<file path="src/rtl/riscv.sv">
// Sv39 PTE layout and architectural widths.
package riscv;

    localparam int VLEN = 64;
    localparam int PLEN = 56;

    typedef struct packed {
        logic        n;
        logic [8:0]  reserved;
        logic [43:0] ppn;
        logic [1:0]  rsw;
        logic        d;
        logic        a;
        logic        g;
        logic        u;
        logic        x;
        logic        w;
        logic        r;
        logic        v;
    } pte_t;

endpackage

</file>
<file path="src/rtl/ariane_pkg.sv">
// TLB refill bundle and page-table level encoding.
package ariane_pkg;

    typedef logic [1:0] lvl_t;

    localparam lvl_t LVL_4K = 2'd0;
    localparam lvl_t LVL_2M = 2'd1;
    localparam lvl_t LVL_1G = 2'd2;

    localparam int ASID_MAX = 16;

    typedef struct packed {
        logic                valid;
        logic                is_2M;
        logic                is_1G;
        logic                napot_bits;
        logic [26:0]         vpn;
        logic [ASID_MAX-1:0] asid;
        riscv::pte_t         content;
    } tlb_update_t;

endpackage

</file>
<file path="src/rtl/sv39_ptw_napot_pkg.sv">
// Walker FSM states and VPN slicing helper.
package sv39_ptw_napot_pkg;

    import ariane_pkg::*;

    typedef enum logic [2:0] {
        IDLE,
        REQ,
        WAIT,
        DONE,
        ERR,
        DRAIN
    } ptw_state_e;

    function automatic logic [8:0] vpn_at(
        input logic [63:0] va,
        input lvl_t        lvl
    );
        logic [8:0] vpn;
        vpn = va[20:12];
        unique case (1'b1)
            lvl == LVL_1G: vpn = va[38:30];
            lvl == LVL_2M: vpn = va[29:21];
            default: ;
        endcase
        return vpn;
    endfunction

endpackage

</file>
<file path="src/rtl/ptw_pte_check.sv">
// Combinational PTE legality check; N-bit handling gated
// by PTW_SVNAPOT_EN (otherwise bit 63 is reserved).
module ptw_pte_check
    import riscv::*;
    import ariane_pkg::*;
(
    input  pte_t pte_i,
    input  lvl_t lvl_i,
    output logic invalid_o,
    output logic leaf_o,
    output logic misaligned_o,
    output logic napot_o
);

    logic unused_ok;
    assign unused_ok = ^{pte_i.rsw, pte_i.d, pte_i.a,
                         pte_i.g, pte_i.u, pte_i.ppn[43:18]};

    always_comb begin
        leaf_o       = pte_i.r | pte_i.x;
        invalid_o    = !pte_i.v
                     || (!pte_i.r && pte_i.w)
                     || (|pte_i.reserved);
        misaligned_o = 1'b0;
        unique case (1'b1)
            lvl_i == LVL_1G: misaligned_o = leaf_o && |pte_i.ppn[17:0];
            lvl_i == LVL_2M: misaligned_o = leaf_o && |pte_i.ppn[8:0];
            default: ;
        endcase
`ifdef PTW_SVNAPOT_EN
        // only a 64 KiB leaf at the 4K level may carry N
        napot_o   = pte_i.n && leaf_o && (lvl_i == LVL_4K)
                  && (pte_i.ppn[3:0] == 4'b1000);
        invalid_o = invalid_o || (pte_i.n && !napot_o);
`else
        napot_o   = 1'b0;
        invalid_o = invalid_o || pte_i.n;
`endif
    end

endmodule

</file>
<file path="src/rtl/sv39_ptw_napot.sv">
// Sv39 page-table walker with Svnapot refills.
// Svnapot decoding is enabled by defining PTW_SVNAPOT_EN.
module sv39_ptw_napot
    import riscv::*;
    import ariane_pkg::*;
    import sv39_ptw_napot_pkg::*;
#(
    parameter int ASID_WIDTH = 1
) (
    input  logic                  clk_i,
    input  logic                  rst_ni,
    input  logic                  flush_i,
    input  logic [43:0]           satp_ppn_i,
    input  logic                  req_valid_i,
    output logic                  req_ready_o,
    input  logic [VLEN-1:0]       req_vaddr_i,
    input  logic [ASID_WIDTH-1:0] req_asid_i,
    output logic                  mem_req_o,
    input  logic                  mem_gnt_i,
    output logic [PLEN-1:0]       mem_addr_o,
    input  logic                  mem_rvalid_i,
    input  logic [63:0]           mem_rdata_i,
    output tlb_update_t           update_o,
    output logic                  walk_done_o,
    output logic                  page_fault_o,
    output logic [VLEN-1:0]       fault_vaddr_o
);

    ptw_state_e            state_q, state_d;
    lvl_t                  lvl_q, lvl_d;
    logic [43:0]           ptr_q, ptr_d;
    logic [VLEN-1:0]       vaddr_q, vaddr_d;
    logic [ASID_WIDTH-1:0] asid_q, asid_d;
    pte_t                  pte_q, pte_d;
    logic                  napot_q, napot_d;
    logic                  flush_q, flush_d;
    logic [VLEN-1:0]       fva_q, fva_d;

    pte_t rd_pte;
    logic invalid, leaf, misaligned, napot;

    assign rd_pte        = pte_t'(mem_rdata_i);
    assign fault_vaddr_o = fva_q;

    ptw_pte_check i_check (
        .pte_i        (rd_pte),
        .lvl_i        (lvl_q),
        .invalid_o    (invalid),
        .leaf_o       (leaf),
        .misaligned_o (misaligned),
        .napot_o      (napot)
    );

    always_ff @(posedge clk_i or negedge rst_ni) begin
        if (!rst_ni) begin
            state_q <= IDLE;
            lvl_q   <= LVL_1G;
            ptr_q   <= '0;
            vaddr_q <= '0;
            asid_q  <= '0;
            pte_q   <= '0;
            napot_q <= 1'b0;
            flush_q <= 1'b0;
            fva_q   <= '0;
        end else begin
            state_q <= state_d;
            lvl_q   <= lvl_d;
            ptr_q   <= ptr_d;
            vaddr_q <= vaddr_d;
            asid_q  <= asid_d;
            pte_q   <= pte_d;
            napot_q <= napot_d;
            flush_q <= flush_d;
            fva_q   <= fva_d;
        end
    end

    always_comb begin
        state_d      = state_q;
        lvl_d        = lvl_q;
        ptr_d        = ptr_q;
        vaddr_d      = vaddr_q;
        asid_d       = asid_q;
        pte_d        = pte_q;
        napot_d      = napot_q;
        flush_d      = flush_q;
        fva_d        = fva_q;
        req_ready_o  = 1'b0;
        mem_req_o    = 1'b0;
        mem_addr_o   = '0;
        update_o     = '0;
        walk_done_o  = 1'b0;
        page_fault_o = 1'b0;

        unique case (state_q)
            IDLE: begin
                req_ready_o = !flush_i;
                if (req_valid_i && !flush_i) begin
                    vaddr_d = req_vaddr_i;
                    asid_d  = req_asid_i;
                    lvl_d   = LVL_1G;
                    ptr_d   = satp_ppn_i;
                    flush_d = 1'b0;
                    state_d = REQ;
                end
            end
            REQ: begin
                mem_req_o  = 1'b1;
                mem_addr_o = {ptr_q, vpn_at(vaddr_q, lvl_q), 3'b000};
                // a flush seen before the grant still aborts the walk
                if (flush_i) flush_d = 1'b1;
                if (mem_gnt_i)
                    state_d = (flush_i || flush_q) ? DRAIN : WAIT;
            end
            WAIT: begin
                if (mem_rvalid_i) begin
                    if (flush_i) begin
                        state_d = IDLE;
                    end else if (invalid) begin
                        state_d = ERR;
                    end else if (!leaf) begin
                        if (lvl_q == LVL_4K) begin
                            state_d = ERR;
                        end else begin
                            ptr_d   = rd_pte.ppn;
                            lvl_d   = lvl_t'(lvl_q - 2'd1);
                            state_d = REQ;
                        end
                    end else if (!rd_pte.a || misaligned) begin
                        state_d = ERR;
                    end else begin
                        pte_d   = rd_pte;
                        napot_d = napot;
                        if (napot) pte_d.ppn[3:0] = vaddr_q[15:12];
                        state_d = DONE;
                    end
                end else if (flush_i) begin
                    state_d = DRAIN;
                end
            end
            DONE: begin
                update_o.valid      = 1'b1;
                update_o.is_1G      = (lvl_q == LVL_1G);
                update_o.is_2M      = (lvl_q == LVL_2M);
                update_o.napot_bits = napot_q;
                update_o.vpn        = vaddr_q[38:12];
                update_o.asid       = ASID_MAX'(asid_q);
                update_o.content    = pte_q;
                walk_done_o         = 1'b1;
                state_d             = IDLE;
            end
            ERR: begin
                page_fault_o = 1'b1;
                walk_done_o  = 1'b1;
                state_d      = IDLE;
            end
            DRAIN: begin
                if (mem_rvalid_i) state_d = IDLE;
            end
            default: state_d = IDLE;
        endcase

        if (state_d == ERR && state_q != ERR) fva_d = vaddr_q;
    end

endmodule

</file>
<file path="config.mk">
export PLATFORM = sky130hd
export DESIGN_NAME = sv39_ptw_napot
export DESIGN_NICKNAME = d
export VERILOG_FILES = /design/src/rtl/riscv.sv /design/src/rtl/ariane_pkg.sv /design/src/rtl/sv39_ptw_napot_pkg.sv /design/src/rtl/ptw_pte_check.sv /design/src/rtl/sv39_ptw_napot.sv
export SDC_FILE = /design/constraint.sdc
export NUM_CORES = 1
export LEC_CHECK = 0
export ABC_CLOCK_PERIOD_IN_PS = 2200
export CAP_MARGIN = 40
export CORE_UTILIZATION = 40
export DETAILED_ROUTE_END_ITERATION = 12
export GPL_TIMING_DRIVEN = 1
export PLACE_DENSITY = 0.77
export SETUP_SLACK_MARGIN = 0.15
export SYNTH_ARGS = -nofsm -noshare
export SYNTH_HDL_FRONTEND = slang
export SYNTH_SLANG_ARGS = --single-unit
export TNS_END_PERCENT = 20
</file>
<file path="constraint.sdc">
create_clock -name clk_i -period 2.2 [get_ports clk_i]
set_input_delay 0.44 -clock clk_i [delete_from_list [all_inputs] [get_ports clk_i]]
set_output_delay 0.44 -clock clk_i [all_outputs]
set_load 0.02 [all_outputs]
</file>
== Yosys cells after proc, flatten, opt, wreduce, memory -nomap -nowiden ==
Cells that the tools add are included.

* Bits in registers: 243
* Word-level logic and storage cells: 103

* Add/sub/neg operators: 1
* Equality and inequality tests: 16
* Mux-type cells: 37
* Bitwise gates (word level): 4
* Reduce and logical (&&, ||, !) cells: 26

{| class="wikitable"
|+ Operator list
! kind !! number
|-
| 2-to-1 mux 44 bit || 6
|-
| 2-to-1 mux 111 bit || 1
|-
| one-hot mux 44 bit (2 select lines) || 1
|-
| 2-to-1 mux 56 bit || 1
|-
| 2-to-1 mux 3 bit || 11
|-
| one-hot mux 9 bit (2 select lines) || 1
|-
| OR reduction 18 bit || 1
|-
| OR reduction 9 bit || 2
|-
| inequality test 2 bit (second input constant) || 7
|-
| 2-to-1 mux 2 bit || 6
|-
| one-hot mux 3 bit (4 select lines) || 1
|-
| == test 3 bit (second input constant) || 3
|-
| AND reduction 7 bit || 1
|-
| == test 3 x 2 -> 1 bit (second input constant) || 2
|-
| 2-to-1 mux 1 bit || 6
|-
| AND reduction 6 bit || 1
|-
| logical AND 1 bit || 5
|-
| logical OR 1 bit || 5
|-
| logical NOT 1 bit || 4
|-
| one-hot mux 1 bit (2 select lines) || 2
|-
| one-hot mux 2 bit (2 select lines) || 1
|-
| nonzero test 2 bit || 2
|-
| == test 3 x 1 -> 1 bit (second input constant) || 1
|-
| logical NOT 3 bit || 1
|-
| 10 further kinds || 12
|}

== Depth between registers and ports, before layout ==
* Depth after elaboration: 12
* Mapped depth: 9

== By module ==
A second synthesis with hierarchy kept.

* Cells, all modules: 1025
* Area total of the unflattened synthesis: 11111.9 um^2

{| class="wikitable"
|+ Modules (own cells, without submodules)
! module !! times used !! cells an instance !! area an instance (um^2) !! sequential area each (um^2)
|-
| sv39_ptw_napot || 1 || 1005 || 10984.3 || 6107.1
|-
| ptw_pte_check || 1 || 20 || 127.6 || 0.0
|}

== Worst setup path after synthesis ==
Ideal clock, no wire load.

* Kind: reg-to-reg
* Start point: register state_q[2]
* End point: register vaddr_q[0]
* Data arrival time: 2.198 ns
* Path slack: -0.063 ns
* Stages on the path, launching flop included: 9
* Cell sequence: dfrtp_1 -> clkbuf_1 -> nor4_1 -> and2_1 -> clkbuf_1 -> buf_2 -> buf_1 -> nand2_1 -> nand2_1

* Cells in the longest elaborated chain, start to end: 2

{| class="wikitable"
|+ RTL lines
! element !! RTL line !! source
|-
| from (decl) || sv39_ptw_napot.sv:29 || <nowiki>ptw_state_e state_q, state_d;</nowiki>
|-
| from (signal assigned) || sv39_ptw_napot.sv:66 || <nowiki>state_q <= state_d;</nowiki>
|-
| logical NOT 3 bit || sv39_ptw_napot.sv:95 || <nowiki>unique case (state_q)</nowiki>
|-
| AND reduction 2 bit (no source line) || n/a ||
|-
| to (signal assigned) || sv39_ptw_napot.sv:69 || <nowiki>vaddr_q <= vaddr_d;</nowiki>
|-
| to (decl) || sv39_ptw_napot.sv:32 || <nowiki>logic [VLEN-1:0] vaddr_q, vaddr_d;</nowiki>
|}

No other way between the ends.
A chain may end at the register's enable or synchronous reset.

== Worst setup path in the final report ==
* Start point: register lvl_q[1]
* End point: register fva_q[44] (netlist: fault_vaddr_o[44])

* Cells in the longest elaborated chain, start to end: 11

{| class="wikitable"
|+ RTL lines
! element !! RTL line !! source
|-
| from (decl) || sv39_ptw_napot.sv:30 || <nowiki>lvl_t lvl_q, lvl_d;</nowiki>
|-
| from (signal assigned) || sv39_ptw_napot.sv:67 || <nowiki>lvl_q <= lvl_d;</nowiki>
|-
| == test 2 x 1 -> 1 bit / == test 2 bit (equally long branches) || ptw_pte_check.sv:27, ptw_pte_check.sv:26 ||
|-
| one-hot mux 1 bit (2 select lines) || ptw_pte_check.sv:25 || <nowiki>unique case (1'b1)</nowiki>
|-
| logical OR 1 bit || sv39_ptw_napot.sv:129 || <nowiki>end else if (!rd_pte.a || misaligned) begin</nowiki>
|-
| 2-to-1 mux 3 bit || sv39_ptw_napot.sv:129 ||
|-
| 2-to-1 mux 3 bit (*) || sv39_ptw_napot.sv:121 || <nowiki>end else if (!leaf) begin</nowiki>
|-
| 2-to-1 mux 3 bit (*) || sv39_ptw_napot.sv:119 || <nowiki>end else if (invalid) begin</nowiki>
|-
| 2-to-1 mux 3 bit (*) || sv39_ptw_napot.sv:117 || <nowiki>if (flush_i) begin</nowiki>
|-
| 2-to-1 mux 3 bit (*) || sv39_ptw_napot.sv:116 || <nowiki>if (mem_rvalid_i) begin</nowiki>
|-
| one-hot mux 3 bit (4 select lines) (*) || sv39_ptw_napot.sv:95 ||
|-
| == test 3 bit (*) || sv39_ptw_napot.sv:163 || <nowiki>if (state_d == ERR && state_q != ERR) fva_d = vaddr_q;</nowiki>
|-
| logical AND 1 bit (*) || sv39_ptw_napot.sv:163 ||
|-
| to (signal assigned) || sv39_ptw_napot.sv:74 || <nowiki>fva_q <= fva_d;</nowiki>
|-
| to (decl) || sv39_ptw_napot.sv:37 || <nowiki>logic [VLEN-1:0] fva_q, fva_d;</nowiki>
|}

Mark *: on every way between the ends. The rest lies on a longest branch, timed or not.

==> flow_summary.json <==
{
  "die_width_um": 167,
  "total_power_mw": 20.6,
  "dr_wl_met2_mm": 17.7,
  "whs_path_depth": 3,
  "final_setup_viols": 168,
  "timing.rr.end": "fault_vaddr_o[44]$_DFFE_PN0P_",
  "clockRootBuffer": "clkbuf_16",
  "dr_wl_met3_mm": 2.23,
  "met1Wirelength_mm": 14.3,
  "clock_tree.htree_level_count": 1,
  "port_buffer_cells": 394,
  "switchingPower_mw": 7.05,
  "cts-root-to-sink-buffers": 3,
  "grt_pass1_vias": 9705,
  "via_count": 9265,
  "timing.setup.critical_path_class": "flip-flop to flip-flop",
  "wire_length_of_the_first_global_routing_pass_mm": 54.1,
  "clock_insertion_delay_worst_skew_ns": 0.54,
  "globalplace.congestion": 0.826,
  "postRouteAntennaNets": 0,
  "register_bit_total_from_synthesis": 243,
  "multi_input_comb_area_um2": 4840,
  "power.switching_fraction_pct": 34.3,
  "final.setup.worst_slack_ns": -0.274,
  "dp_worst_setup_slack_ns": -0.558,
  "globalRouteTotalUtil_pct": 24.7,
  "run_status": "complete, but fails checks",
  "tightestPinTransition_ns": 0.884,
  "post_synth_num_cell_types": 36,
  "pwr-share-seq_pct": 34.3,
  "layout_common_cells": "dfrtp_1, clkdlybuf4s50_1, nand2_1, buf_6, mux2_2",
  "setup.worst_path.start_class": "flip-flop",
  "topRoutingLayerUsed": "met4",
  "p_per_area_nw_per_um2": 1140,
  "post_route_cells_drive_above_1_share_pct": 37.1,
  "initial_antenna_violation_count": 5,
  "dp_hpwl_mm": 23.1,
  "dieArea_um2": 27800,
  "syn2layout_area_growth_pct": 65.6,
  "slew_violations": 0,
  "synth_area_per_cell_um2": 10.8,
  "placement.cell_area_um2": 15800,
  "comb_power_share_pct": 43.2,
  "timing.max_slew.rel_slack_pct": 41.1,
  "p_int_mw": 13.5,
  "synth.yosys.warnings": 0,
  "wl_per_cell_um": 19.4,
  "grt_setup_unrepaired": "yes",
  "design_area_um2": 18000,
  "total_leakage_power_nw": 8.57,
  "seq_area_frac_synth_pct": 56.0,
  "clock_power_share_pct": 22.5,
  "finalCriticalPeriod_ns": 2.47,
  "start_util_pct": 41.2,
  "timing.max_cap.violations": 0,
  "cts_tree": "built",
  "drcViolationCount": 0,
  "timing.fmax_mhz": 404,
  "synthesis.area_um2": 10900,
  "vdd_drop_max_mv": 0.722,
  "timing_hold_violations_final": 0,
  "wirelength_mm": 35.8,
  "grt_residual_overflow": 0,
  "die_height_um": 167,
  "layout_commonest_cell": "dfrtp_1",
  "cts_buf_count": 26,
  "maximum_number_of_pins_on_one_net_before_global_route_repair": 64,
  "hold_wc_path_type": "primary input to flip-flop",
  "fill_cells": 1916,
  "critPathRequiredTime_ns": 2.62,
  "rr_startpoint": "lvl_q[1]$_DFFE_PN1P_",
  "cts.sink_count": 243,
  "layout_worst_path_cycle_share_pct": 112,
  "timing.critical_path.to_type": "flip-flop",
  "timing.reg2reg.setup_slack_ns": -0.27,
  "critical_path_peak_fanout": 8,
  "clk_pin_slew_ns": 0.06,
  "clock_skews_ns": 0.0164,
  "drt_pass1_iterations": 5,
  "drc_violation_total_after_the_first_tritonroute_iteration": 508,
  "hold_sp": "req_vaddr_i[18]",
  "finalNetCount": 1671,
  "sequential_cell_area_um2": 6080,
  "post_synth_inst_count": 1009,
  "whs_endpoint": "vaddr_q[18]$_DFFE_PN0P_",
  "r2r_cells": 12,
  "placement_rows": 59,
  "boundaryPins": 414,
  "worst_ep_arrival_time_ns": 2.89,
  "failed_checks": "setup timing",
  "design.core.area_um2": 26400,
  "drt-vias-per-instance": 5.02
}
## per-layer routing
layer / up-vias / global-route usage (%)
li1: 4254 / -
met1: 4561 / 30.4
met2: 354 / 41.5
met3: 96 / 5.11
met4: 0 / 11.6
met5: - / 0
## cell usage after synthesis, drive strengths merged
| master | n | share of area (%) |
|---|---|---|
| clkbuf | 36 | 1.2 |
| a32oi | 1 | 0.081 |
| and3 | 1 | 0.058 |
| o41ai | 1 | 0.15 |
| buf | 47 | 2.5 |
| or3 | 1 | 0.058 |
| a211oi | 11 | 0.76 |
| nand3 | 1 | 0.046 |
| nor4 | 8 | 0.46 |
| dfstp | 1 | 0.24 |
| nand4b | 1 | 0.081 |
| a211o | 1 | 0.081 |
| a31oi | 2 | 0.12 |
| conb | 1 | 0.035 |
| a22oi | 9 | 0.62 |
| nand2 | 198 | 6.8 |
| a22o | 1 | 0.081 |
| nand2b | 3 | 0.17 |
| nor3b | 3 | 0.25 |
| and2 | 149 | 8.6 |
| nor2 | 59 | 2.0 |
| or2 | 1 | 0.058 |
| mux2 | 116 | 12 |
| a21oi | 47 | 2.2 |
| nand3b | 1 | 0.069 |
| dfrtp | 242 | 56 |
| ha | 3 | 0.35 |
| nor3 | 3 | 0.14 |
| inv | 6 | 0.21 |
| mux2i | 45 | 4.1 |
| nor2b | 2 | 0.12 |
| o21ai | 8 | 0.37 |
## power by group through the flow
| stage | clock, mW | combinational (mW) | sequential, mW |
|---|---|---|---|
| floorplan | 0 | 3.03 | 7.38 |
| CTS | 4.70 | 8.49 | 7.00 |
| finish | 4.63 | 8.89 | 7.06 |
| global route | 4.89 | 9.42 | 7.24 |
| global placement | 0 | 7.06 | 6.96 |
| detailed placement | 0 | 7.22 | 7.03 |
## kinds of logic after synthesis
group | Yosys count | synth area share (%)
AO/OA/AOI/OAI | 81 | 4.43
adder cells (fa/ha/maj) | 3 | 0.346
buffers and inverters | 89 | 3.99
flip-flops | 243 | 56.0
multiplexers | 161 | 16.2
other | 1 | 0.0345
AND/OR/NAND/NOR | 431 | 19.0
## final cells by class
type	count	area share [%]
flip-flops and latches	243	33.8
diodes	4	0.0557
multi-input cells	695	26.9
clock inverters	6	0.445
inverters	6	0.167
well taps	335	2.33
repair buffers	517	31.6
clock buffers	41	4.66
## state kept, by name, indices dropped and copies added, names as in the netlist
signal / cells
vaddr_q: 64
lvl_q: 2
flush_q: 1
asid_q: 1
pte_q: 64
ptr_q: 44
state_q: 3
fault_vaddr_o: 64
## repair_timing
action | CTS | global route
buffers inserted | 21 | 7
pin swaps | 21 | 51
endpoints found under the hold margin | 55 | 0
hold buffers | 1 | 0
resized for setup | 620 | 428
cloned | 9 | 8
endpoints found under the setup margin | 319 | 381
## critical path, cell delays in order, from the launching register on
cell and delay, ns:
dfstp_2 0.54, inv_2 0.05, ha_4 0.32, buf_6 0.12
nor2b_4 0.04, o21ai_2 0.06, a211oi_2 0.08, buf_4 0.17
a211oi_4 0.18, buf_4 0.16, buf_12 0.14, clkbuf_16 0.16
mux2_2 0.33
## worst max-delay path by stage
stage / from / end / slack (ns) / depth (start not counted)
final: lvl_q[1]$_DFFE_PN1P_ / fault_vaddr_o[44]$_DFFE_PN0P_ / -0.27 / 12
after global routing: lvl_q[1]$_DFFE_PN1P_ / fault_vaddr_o[10]$_DFFE_PN0P_ / -0.34 / 12
after CTS: lvl_q[1]$_DFFE_PN1P_ / mem_addr_o[8] / -0.31 / 6
after detailed placement: mem_rdata_i[2] / fault_vaddr_o[59]$_DFFE_PN0P_ / -0.56 / 9
after global placement: mem_rdata_i[2] / fault_vaddr_o[45]$_DFFE_PN0P_ / -0.50 / 9
after floorplan: lvl_q[1]$_DFFE_PN1P_ / mem_addr_o[10] / -0.06 / 5
## through the flow
stage / std cells / hold WS (ns) / TNS, ns / util (%)
after global placement: 1750 / 0.434 / -72.85 / 59.8
final: 1847 / 0.432 / -25.22 / 68.2
after detailed placement: 1750 / 0.434 / -82.57 / 59.8
after global routing: 1845 / 0.423 / -41.53 / 68.2
after floorplan: 1027 / 0.144 / -0.811 / -
after CTS: 1828 / 0.407 / -35.49 / 65.7
No activity file was read; power rests on OpenSTA's default activity.
